[config.mk]
export PLATFORM = sky130hd
export DESIGN_NAME = dot_acc_unit
export DESIGN_NICKNAME = d
export VERILOG_FILES = /design/src/rtl/dot_acc_pkg.sv /design/src/rtl/dot_adder_tree.sv /design/src/rtl/dot_acc_unit.sv
export SDC_FILE = /design/constraint.sdc
export NUM_CORES = 2
export LEC_CHECK = 0
export BUFFER_PORTS_ARGS = -buffer_cell sky130_fd_sc_hd__buf_2
export CORE_MARGIN = 3
export CORE_UTILIZATION = 60
export CTS_CLUSTER_SIZE = 28
export DETAILED_ROUTE_END_ITERATION = 12
export GPL_ROUTABILITY_DRIVEN = 0
export PLACE_DENSITY = 0.86
export SYNTH_ARGS = -nofsm -noshare
export SYNTH_HDL_FRONTEND = slang
export SYNTH_SLANG_ARGS = --single-unit
[constraint.sdc]
create_clock -name clk -period 18.53 [get_ports clk]
set_input_delay 1.853 -clock clk [delete_from_list [all_inputs] [get_ports clk]]
set_output_delay 1.853 -clock clk [all_outputs]
set_load 0.02 [all_outputs]
[src/rtl/dot_acc_pkg.sv]
// Shared types and helpers for the pipelined dot-product accumulator.
// Width helpers keep derived widths consistent between the top and its sub-blocks.
package dot_acc_pkg;

    typedef enum logic {
        IDLE  = 1'b0,
        ACCUM = 1'b1
    } acc_state_e;

    function automatic int unsigned prod_width(input int unsigned in_w);
        return 2 * in_w;
    endfunction

    function automatic int unsigned sum_width(input int unsigned in_w, input int unsigned lanes);
        return 2 * in_w + $clog2(lanes);
    endfunction

    // Signed: like-signed operands giving an opposite-signed result. Unsigned: carry out.
    function automatic logic acc_overflow(input logic is_signed, input logic a_msb,
                                          input logic b_msb, input logic r_msb,
                                          input logic carry);
        if (is_signed) begin
            return (a_msb == b_msb) && (r_msb != a_msb);
        end
        return carry;
    endfunction

endpackage

[src/rtl/dot_adder_tree.sv]
// Combinational binary adder tree over LANES packed operands.
// Leaves are sign- or zero-extended to the output width, so every level is a plain add.
module dot_adder_tree #(
    parameter int unsigned LANES = 4,
    parameter int unsigned IN_W  = 32,
    parameter int unsigned OUT_W = IN_W + $clog2(LANES)
) (
    input  logic [LANES*IN_W-1:0] operands,
    input  logic                  is_signed,
    output logic [OUT_W-1:0]      sum
);

    localparam int unsigned LEVELS = $clog2(LANES);

    for (genvar l = 0; l <= LEVELS; l++) begin : g_lvl
        localparam int unsigned N = LANES >> l;
        logic [OUT_W-1:0] node [N];

        if (l == 0) begin : g_leaf
            for (genvar i = 0; i < N; i++) begin : g_i
                logic signed [IN_W:0] leaf_ext;
                assign leaf_ext = {is_signed & operands[i*IN_W+IN_W-1], operands[i*IN_W +: IN_W]};
                assign node[i]  = OUT_W'(leaf_ext);
            end
        end else begin : g_add
            for (genvar i = 0; i < N; i++) begin : g_i
                assign node[i] = g_lvl[l-1].node[2*i] + g_lvl[l-1].node[2*i+1];
            end
        end
    end

    assign sum = g_lvl[LEVELS].node[0];

endmodule

[src/rtl/dot_acc_unit.sv]
// Three-stage dot-product unit: lane multiply, adder-tree reduce, group accumulate.
// A single global enable stalls every stage while the output register is held.
module dot_acc_unit
    import dot_acc_pkg::*;
#(
    parameter int unsigned LANES = 4,
    parameter int unsigned IN_W  = 16,
    parameter int unsigned ACC_W = 48,
    parameter int unsigned TAG_W = 4
) (
    input  logic                  clk,
    input  logic                  reset,
    input  logic                  in_valid,
    output logic                  in_ready,
    input  logic [LANES*IN_W-1:0] in_a,
    input  logic [LANES*IN_W-1:0] in_b,
    input  logic [LANES-1:0]      in_mask,
    input  logic                  in_signed,
    input  logic                  in_first,
    input  logic                  in_last,
    input  logic [TAG_W-1:0]      in_tag,
    output logic                  out_valid,
    input  logic                  out_ready,
    output logic [ACC_W-1:0]      out_result,
    output logic                  out_overflow,
    output logic [TAG_W-1:0]      out_tag,
    output logic                  busy
);

    localparam int unsigned PROD_W = prod_width(IN_W);
    localparam int unsigned SUM_W  = sum_width(IN_W, LANES);

    if (ACC_W < SUM_W) begin : g_acc_w_check
        $error("dot_acc_unit: ACC_W too narrow for LANES/IN_W");
    end
    if (LANES == 0 || (LANES & (LANES - 1)) != 0) begin : g_lanes_check
        $error("dot_acc_unit: LANES must be a power of two");
    end

    logic en;
    assign en       = !out_valid || out_ready;
    assign in_ready = en;

    function automatic logic [PROD_W-1:0] lane_mul(input logic [IN_W-1:0] a,
                                                   input logic [IN_W-1:0] b,
                                                   input logic sgn);
        logic signed [IN_W:0]   xa;
        logic signed [IN_W:0]   xb;
        logic signed [PROD_W-1:0] ea;
        logic signed [PROD_W-1:0] eb;
        xa = {sgn & a[IN_W-1], a};
        xb = {sgn & b[IN_W-1], b};
        ea = PROD_W'(xa);
        eb = PROD_W'(xb);
        return ea * eb;
    endfunction

    // S1: lane products
    logic [LANES*PROD_W-1:0] prod_d;
    logic [LANES*PROD_W-1:0] s1_prod;
    logic                    s1_valid, s1_signed, s1_first, s1_last;
    logic [TAG_W-1:0]        s1_tag;

    always_comb begin
        prod_d = '0;
        for (int unsigned i = 0; i < LANES; i++) begin
            if (in_mask[i]) begin
                prod_d[i*PROD_W +: PROD_W] = lane_mul(in_a[i*IN_W +: IN_W],
                                                      in_b[i*IN_W +: IN_W], in_signed);
            end
        end
    end

    always_ff @(posedge clk or posedge reset) begin
        if (reset) begin
            s1_valid  <= 1'b0;
            s1_prod   <= '0;
            s1_signed <= 1'b0;
            s1_first  <= 1'b0;
            s1_last   <= 1'b0;
            s1_tag    <= '0;
        end else if (en) begin
            s1_valid  <= in_valid;
            s1_prod   <= prod_d;
            s1_signed <= in_signed;
            s1_first  <= in_first;
            s1_last   <= in_last;
            s1_tag    <= in_tag;
        end
    end

    // S2: reduction
    logic [SUM_W-1:0] tree_sum;
    logic [SUM_W-1:0] s2_sum;
    logic             s2_valid, s2_signed, s2_first, s2_last;
    logic [TAG_W-1:0] s2_tag;

    dot_adder_tree #(
        .LANES (LANES),
        .IN_W  (PROD_W),
        .OUT_W (SUM_W)
    ) u_tree (
        .operands  (s1_prod),
        .is_signed (s1_signed),
        .sum       (tree_sum)
    );

    always_ff @(posedge clk or posedge reset) begin
        if (reset) begin
            s2_valid  <= 1'b0;
            s2_sum    <= '0;
            s2_signed <= 1'b0;
            s2_first  <= 1'b0;
            s2_last   <= 1'b0;
            s2_tag    <= '0;
        end else if (en) begin
            s2_valid  <= s1_valid;
            s2_sum    <= tree_sum;
            s2_signed <= s1_signed;
            s2_first  <= s1_first;
            s2_last   <= s1_last;
            s2_tag    <= s1_tag;
        end
    end

    // S3: accumulate; a group restarts from zero in IDLE or on a first beat
    acc_state_e       state_q;
    logic [ACC_W-1:0] acc_q;
    logic             ov_q;
    logic [ACC_W-1:0] sum_ext;
    logic [ACC_W-1:0] acc_base;
    logic [ACC_W:0]   acc_full;
    logic             start;
    logic             ov_now;
    logic             ov_next;

    always_comb begin
        sum_ext  = ACC_W'($signed({s2_signed & s2_sum[SUM_W-1], s2_sum}));
        start    = (state_q == IDLE) || s2_first;
        acc_base = start ? '0 : acc_q;
        acc_full = {1'b0, acc_base} + {1'b0, sum_ext};
        ov_now   = acc_overflow(s2_signed, acc_base[ACC_W-1], sum_ext[ACC_W-1],
                                acc_full[ACC_W-1], acc_full[ACC_W]);
        ov_next  = (!start && ov_q) || ov_now;
    end

    always_ff @(posedge clk or posedge reset) begin
        if (reset) begin
            state_q      <= IDLE;
            acc_q        <= '0;
            ov_q         <= 1'b0;
            out_valid    <= 1'b0;
            out_result   <= '0;
            out_overflow <= 1'b0;
            out_tag      <= '0;
        end else if (en) begin
            out_valid <= s2_valid && s2_last;
            if (s2_valid) begin
                if (s2_last) begin
                    out_result   <= acc_full[ACC_W-1:0];
                    out_overflow <= ov_next;
                    out_tag      <= s2_tag;
                    state_q      <= IDLE;
                    acc_q        <= '0;
                    ov_q         <= 1'b0;
                end else begin
                    acc_q   <= acc_full[ACC_W-1:0];
                    ov_q    <= ov_next;
                    state_q <= ACCUM;
                end
            end
        end
    end

    assign busy = s1_valid || s2_valid || out_valid || (state_q == ACCUM);

endmodule

[Word-level counts from Yosys, hierarchy flattened]
Index checks and enable logic that the tools add are counted.
Word-level totals
  register bits: 282
  bits of input ports: 143
  output and inout bits: 56
  word-level logic and storage cells: 67
Operators by class
  $add $sub $neg: 4
  multipliers: 4
  equal/unequal tests: 2
  mux-type cells: 11
  bitwise gates (word level): 14
  reductions and logical operators: 13
Operator list (number)
  multiplier 17 x 17 -> 32 bit: 4
  two-way mux 32 bit: 4
  two-way mux 48 bit: 2
  adder 33 x 33 -> 34 bit: 2
  adder 48 x 48 -> 49 bit: 1
  adder 34 bit: 1
  AND 1 bit: 13
  logical OR 1 bit: 6
  two-way mux 1 bit: 5
  logical AND 1 bit: 3
  AND reduction 3 bit: 1
  zero test 1 bit: 2
  AND reduction 2 bit: 1
  == test 1 bit: 1
  inequality test 1 bit: 1
  NOT 1 bit: 1

[Logic depth before layout (Yosys ltp)]
  word-level depth: 10
  gate-level depth with buffers: 28
  gate-level depth less buffers: 26

[Hierarchy]
Synthesis repeated with hierarchy kept, for this count alone.
Second synthesis, totals
  cell total of the unflattened synthesis: 6416
  area, all modules: 58457.3 µm²
By module, submodules not included
  dot_acc_unit: times used 1, cells an instance 5902, area an instance 54554.8 µm², seq. area each 7056.8 µm²
  dot_adder_tree: times used 1, cells an instance 514, area an instance 3902.5 µm², seq. area each 0.0 µm²

[Worst setup path after synthesis]
OpenSTA, ideal clock, no wires.
  kind: input to register
  start point: in in_b[56]
  end point: reg s1_prod[126]
  library setup time: 0.133 ns
  arrival: 8.150 ns
  data required time: 18.397 ns
  slack: 10.247 ns
  stages on the path: 26
  path buffers: 2
  path through: clkbuf_1 -> clkbuf_1 -> nand2_1 -> fa_1 -> inv_1 -> fa_1 -> inv_1 -> fa_1 -> inv_1 -> fa_1 -> fa_1 -> inv_1 -> fa_1 -> inv_1 -> ha_1 -> nand3_1 -> nor2_1 -> a2111oi_2 -> a21oi_1 -> a41o_1 -> o41ai_2 -> o21ai_1 -> or4_1 -> a31oi_1 -> xor2_1 -> o21ai_0
On the way
  longest elaborated chain between the ends: 2
RTL lines
  from (decl): line dot_acc_unit.sv:16  | input logic [LANES*IN_W-1:0] in_b,
  multiplier 17 x 17 -> 32 bit: line dot_acc_unit.sv:55  | return ea * eb;
  two-way mux 32 bit: line dot_acc_unit.sv:67  | if (in_mask[i]) begin
  to (signal assigned): line dot_acc_unit.sv:84  | s1_prod <= prod_d;
  to (decl): line dot_acc_unit.sv:60  | logic [LANES*PROD_W-1:0] s1_prod;
No other way between the ends.
A chain may end at the register's enable or synchronous reset.

[Worst setup path in the final report]
  start point: in in_signed
  end point: reg s1_prod[62]
On the way
  longest elaborated chain between the ends: 3
  elaborated cells on any way between the ends: 4
  those cells by class: mul (1); mux (1); bitwise (2)
RTL lines
  from (decl): line dot_acc_unit.sv:18  | input logic in_signed,
  AND 1 bit, on equally long branches: line dot_acc_unit.sv:51, dot_acc_unit.sv:52
  multiplier 17 x 17 -> 32 bit *: line dot_acc_unit.sv:55
  two-way mux 32 bit *: line dot_acc_unit.sv:67
Mark *: on every way between the ends. The rest lies on a longest branch, timed or not.

==> impl_metrics.yaml <==
synthesis:
  synth_area_leaders: "fa_1 (42%), dfrtp_1 (12%), ha_1 (8.9%)"
  synth_nets: 7943
  synth_most_common_cell: "inv_1"
  postSynthCellCount: 6196
  mappedNetlistArea_sq_um: 57500
  yosys-top-cells-count: "inv_1 (1287), fa_1 (1195), nand2_1 (880), and2_1 (552), ha_1 (409)"
  synth_top_area_cell: "fa_1"
  yosys_register_bits: 282
  ys_warn_count: 0
  synth-main-ff-cell: "dfrtp_1"
  asyncSetResetFlopFracSynth_pct: 100
  ys_types: 72
  number_of_enable_flip_flop_cells_after_synthesis: 0
  area_fraction_of_the_dominant_cell_type_after_synthesis_pct: 41.6
  synth_area_per_cell_sq_um: 9.27
  synth-seq-area-share_pct: 12.3
cts:
  cts_resized: 0
  postCtsSetupRepairBufs: 0
  tritoncts_num_sinks: 282
  clock_tree.buffer_depth: 3
  clock_latency_ns: 0.57
  cts_buffers: 27
  ctsHoldBuffers: 0
  ctsHtreeMaxLevel: 1
  cts_tree: "yes"
  cts.reportedPaths.clkPinSlew_ns: 0.07
  root_buf_cell: "clkbuf_16"
job:
  drv.max_cap_violation_count: 0
global_route:
  wire_length_of_the_first_global_routing_pass_um: 236000
  largest_net_degree_at_the_start_of_global_routing: 140
  via_count_of_the_first_global_routing_pass: 47393
  globalRouteOverflowTotal: 0
  initial_antenna_violation_count: 9
  grt_usage_pct: 29.6
die:
  ioPinCount: 199
  design.core.area_sq_um: 94200
  initial_utilization_pct: 61.0
  floorplan.die.width_um: 315
  std_cell_rows: 112
  die-height_um: 315
  floorplan.die_area_sq_um: 99500
finish:
  final_layout_size_suffix_gt1_share_pct: 5.69
  n_fill_cell: 7274
  final_nets: 7943
  utilization_pct: 63.9
  synthToLayoutAreaGrowth_pct: 4.76
detailed_routing:
  detail-route-antenna-nets: 0
  via_density_per_instance: 5.78
  drcViolationCount: 0
  totalWireLength_um: 143000
  routed_wire_length_per_instance_um: 19.1
  iteration_count_of_the_initial_detailed_routing_pass: 6
  routed-via-count: 43226
  drtIter0Drc: 3400
setup_path:
  crit_path_max_fanout: 33
  worstSetupStartpointType: "input port"
  worst-endpoint-arrival_ns: 9.05
  crit_path_max_incr_delay_ns: 0.52
  critPathKind: "in -> reg"
  setup_slack_of_the_worst_register_to_register_path_ns: 13.95
  critical-path-top-delay-family: "adder cells"
  critical_path_rt_ns: 18.95
  worstSetupPathDepth: 25
  ff_to_ff_path_depth: 17
  timing.critical_path.buf_inv: 5
  critical-path-slowest-cell: "fa_1"
  setup.worst_path.end_class: "register"
  cp_common_cell: "fa_1"
timing:
  setup_skew_ns: 0.0151
  finalMaxSlewViolations: 0
  fmax_mhz: 116
  finalHoldViolCount: 0
  setup_viol: 0
  hold_slack_ns: 0.476
  max_slew_margin_pct: 36.4
  timing.final.crit_share_pct: 46.6
  period_minus_slack_ns: 8.63
  grt_setup_unrepaired: "false"
  finalSetupTns_ns: 0
  worst_slew_pin_slew_ns: 0.954
place:
  hpwlAfterDp_um: 114000
  port_buffers: 198
worst_hold_path:
  whs_path_cells: 2
  worst_hold_path_type: "reg -> reg"
outcome:
  outcome: "complete, no violations"
==> stage by stage <==
step                std cells  cell area [sq um]  setup WS, ns
floorplan                6196              57500          8.90
global placement         7421              59200          9.61
detailed placement       7421              59200          9.35
CTS                      7471              60200          9.90
global route             7475              60200          9.52
finish                   7478              60200          9.90
==> flip-flops by register name, summed over array words and instances, names as in the netlist, 4 cells and up <==
name        flops
acc_q          48
out_result     48
out_tag         4
s1_prod       128
s1_tag          4
s2_sum         34
s2_tag          4
==> worst paths after layout <==
kind	start	end
worst min register to register	ov_q	ov_q
min in group asynchronous	reset	s2_last
worst max register to register	state_q	out_result[42]
worst max-delay path	in_signed	s1_prod[62]
max in group asynchronous	reset	s1_prod[50]
worst min-delay path	ov_q	ov_q
==> cell usage in the layout (no fill, tap or decap), types with 16 or more instances in the layout <==
cell / instances
buf_2: 198
ha_1: 409
a22o_1: 42
fa_1: 1195
dfrtp_1: 282
and3_1: 46
nor3_1: 24
or2_2: 28
a31oi_1: 25
nand2b_1: 45
nor2b_1: 16
nor2_1: 140
nand2_1: 879
xor2_1: 84
nand3_1: 64
o31ai_1: 19
inv_1: 1286
clkbuf_16: 27
and2_1: 552
xnor2_1: 146
o21ai_0: 212
o21a_1: 21
a21o_1: 80
o21bai_1: 30
a21oi_1: 158
mux2_2: 44
==> worst min-delay path, cell delays in order, from the launching register on <==
cell and delay, ns:
dfrtp_1 0.34, nand2_1 0.05, o31ai_1 0.05
==> layout make-up <==
type / count / area [sq um] / share of cell area (%)
Sequential cell: 282 / 7060 / 11.7
Clock buffer: 31 / 721 / 1.20
Timing Repair Buffer: 209 / 1070 / 1.78
Inverter: 1288 / 4840 / 8.04
Tap cell: 1254 / 1570 / 2.61
Antenna cell: 7 / 17.5 / 0.0291
Clock inverter: 19 / 229 / 0.380
Multi-Input combinational cell: 4388 / 44700 / 74.2
==> kinds of logic after synthesis <==
logic type / after synthesis / synth area share [%]
muxes: 45 / 0.880
AOI/OAI and AO/OA: 664 / 7.27
DFF: 282 / 12.3
xor gates and xnor gates: 230 / 3.51
buffers and inverters: 1526 / 9.99
and+or+nand+nor: 1845 / 15.5
adders and majority gates: 1604 / 50.5
==> layer usage <==
| layer | wire (um) | vias to the layer above | global-route usage (%) |
|---|---|---|---|
| li1 | - | 18724 | - |
| met1 | 53200 | 21931 | 37.5 |
| met2 | 71000 | 2032 | 50.6 |
| met3 | 10900 | 537 | 4.10 |
| met4 | 7530 | 2 | 14.0 |
| met5 | 13 | - | 0 |
Power is not shown: default switching activity piles up to over one toggle a cycle in this logic, so the estimate is an artifact.
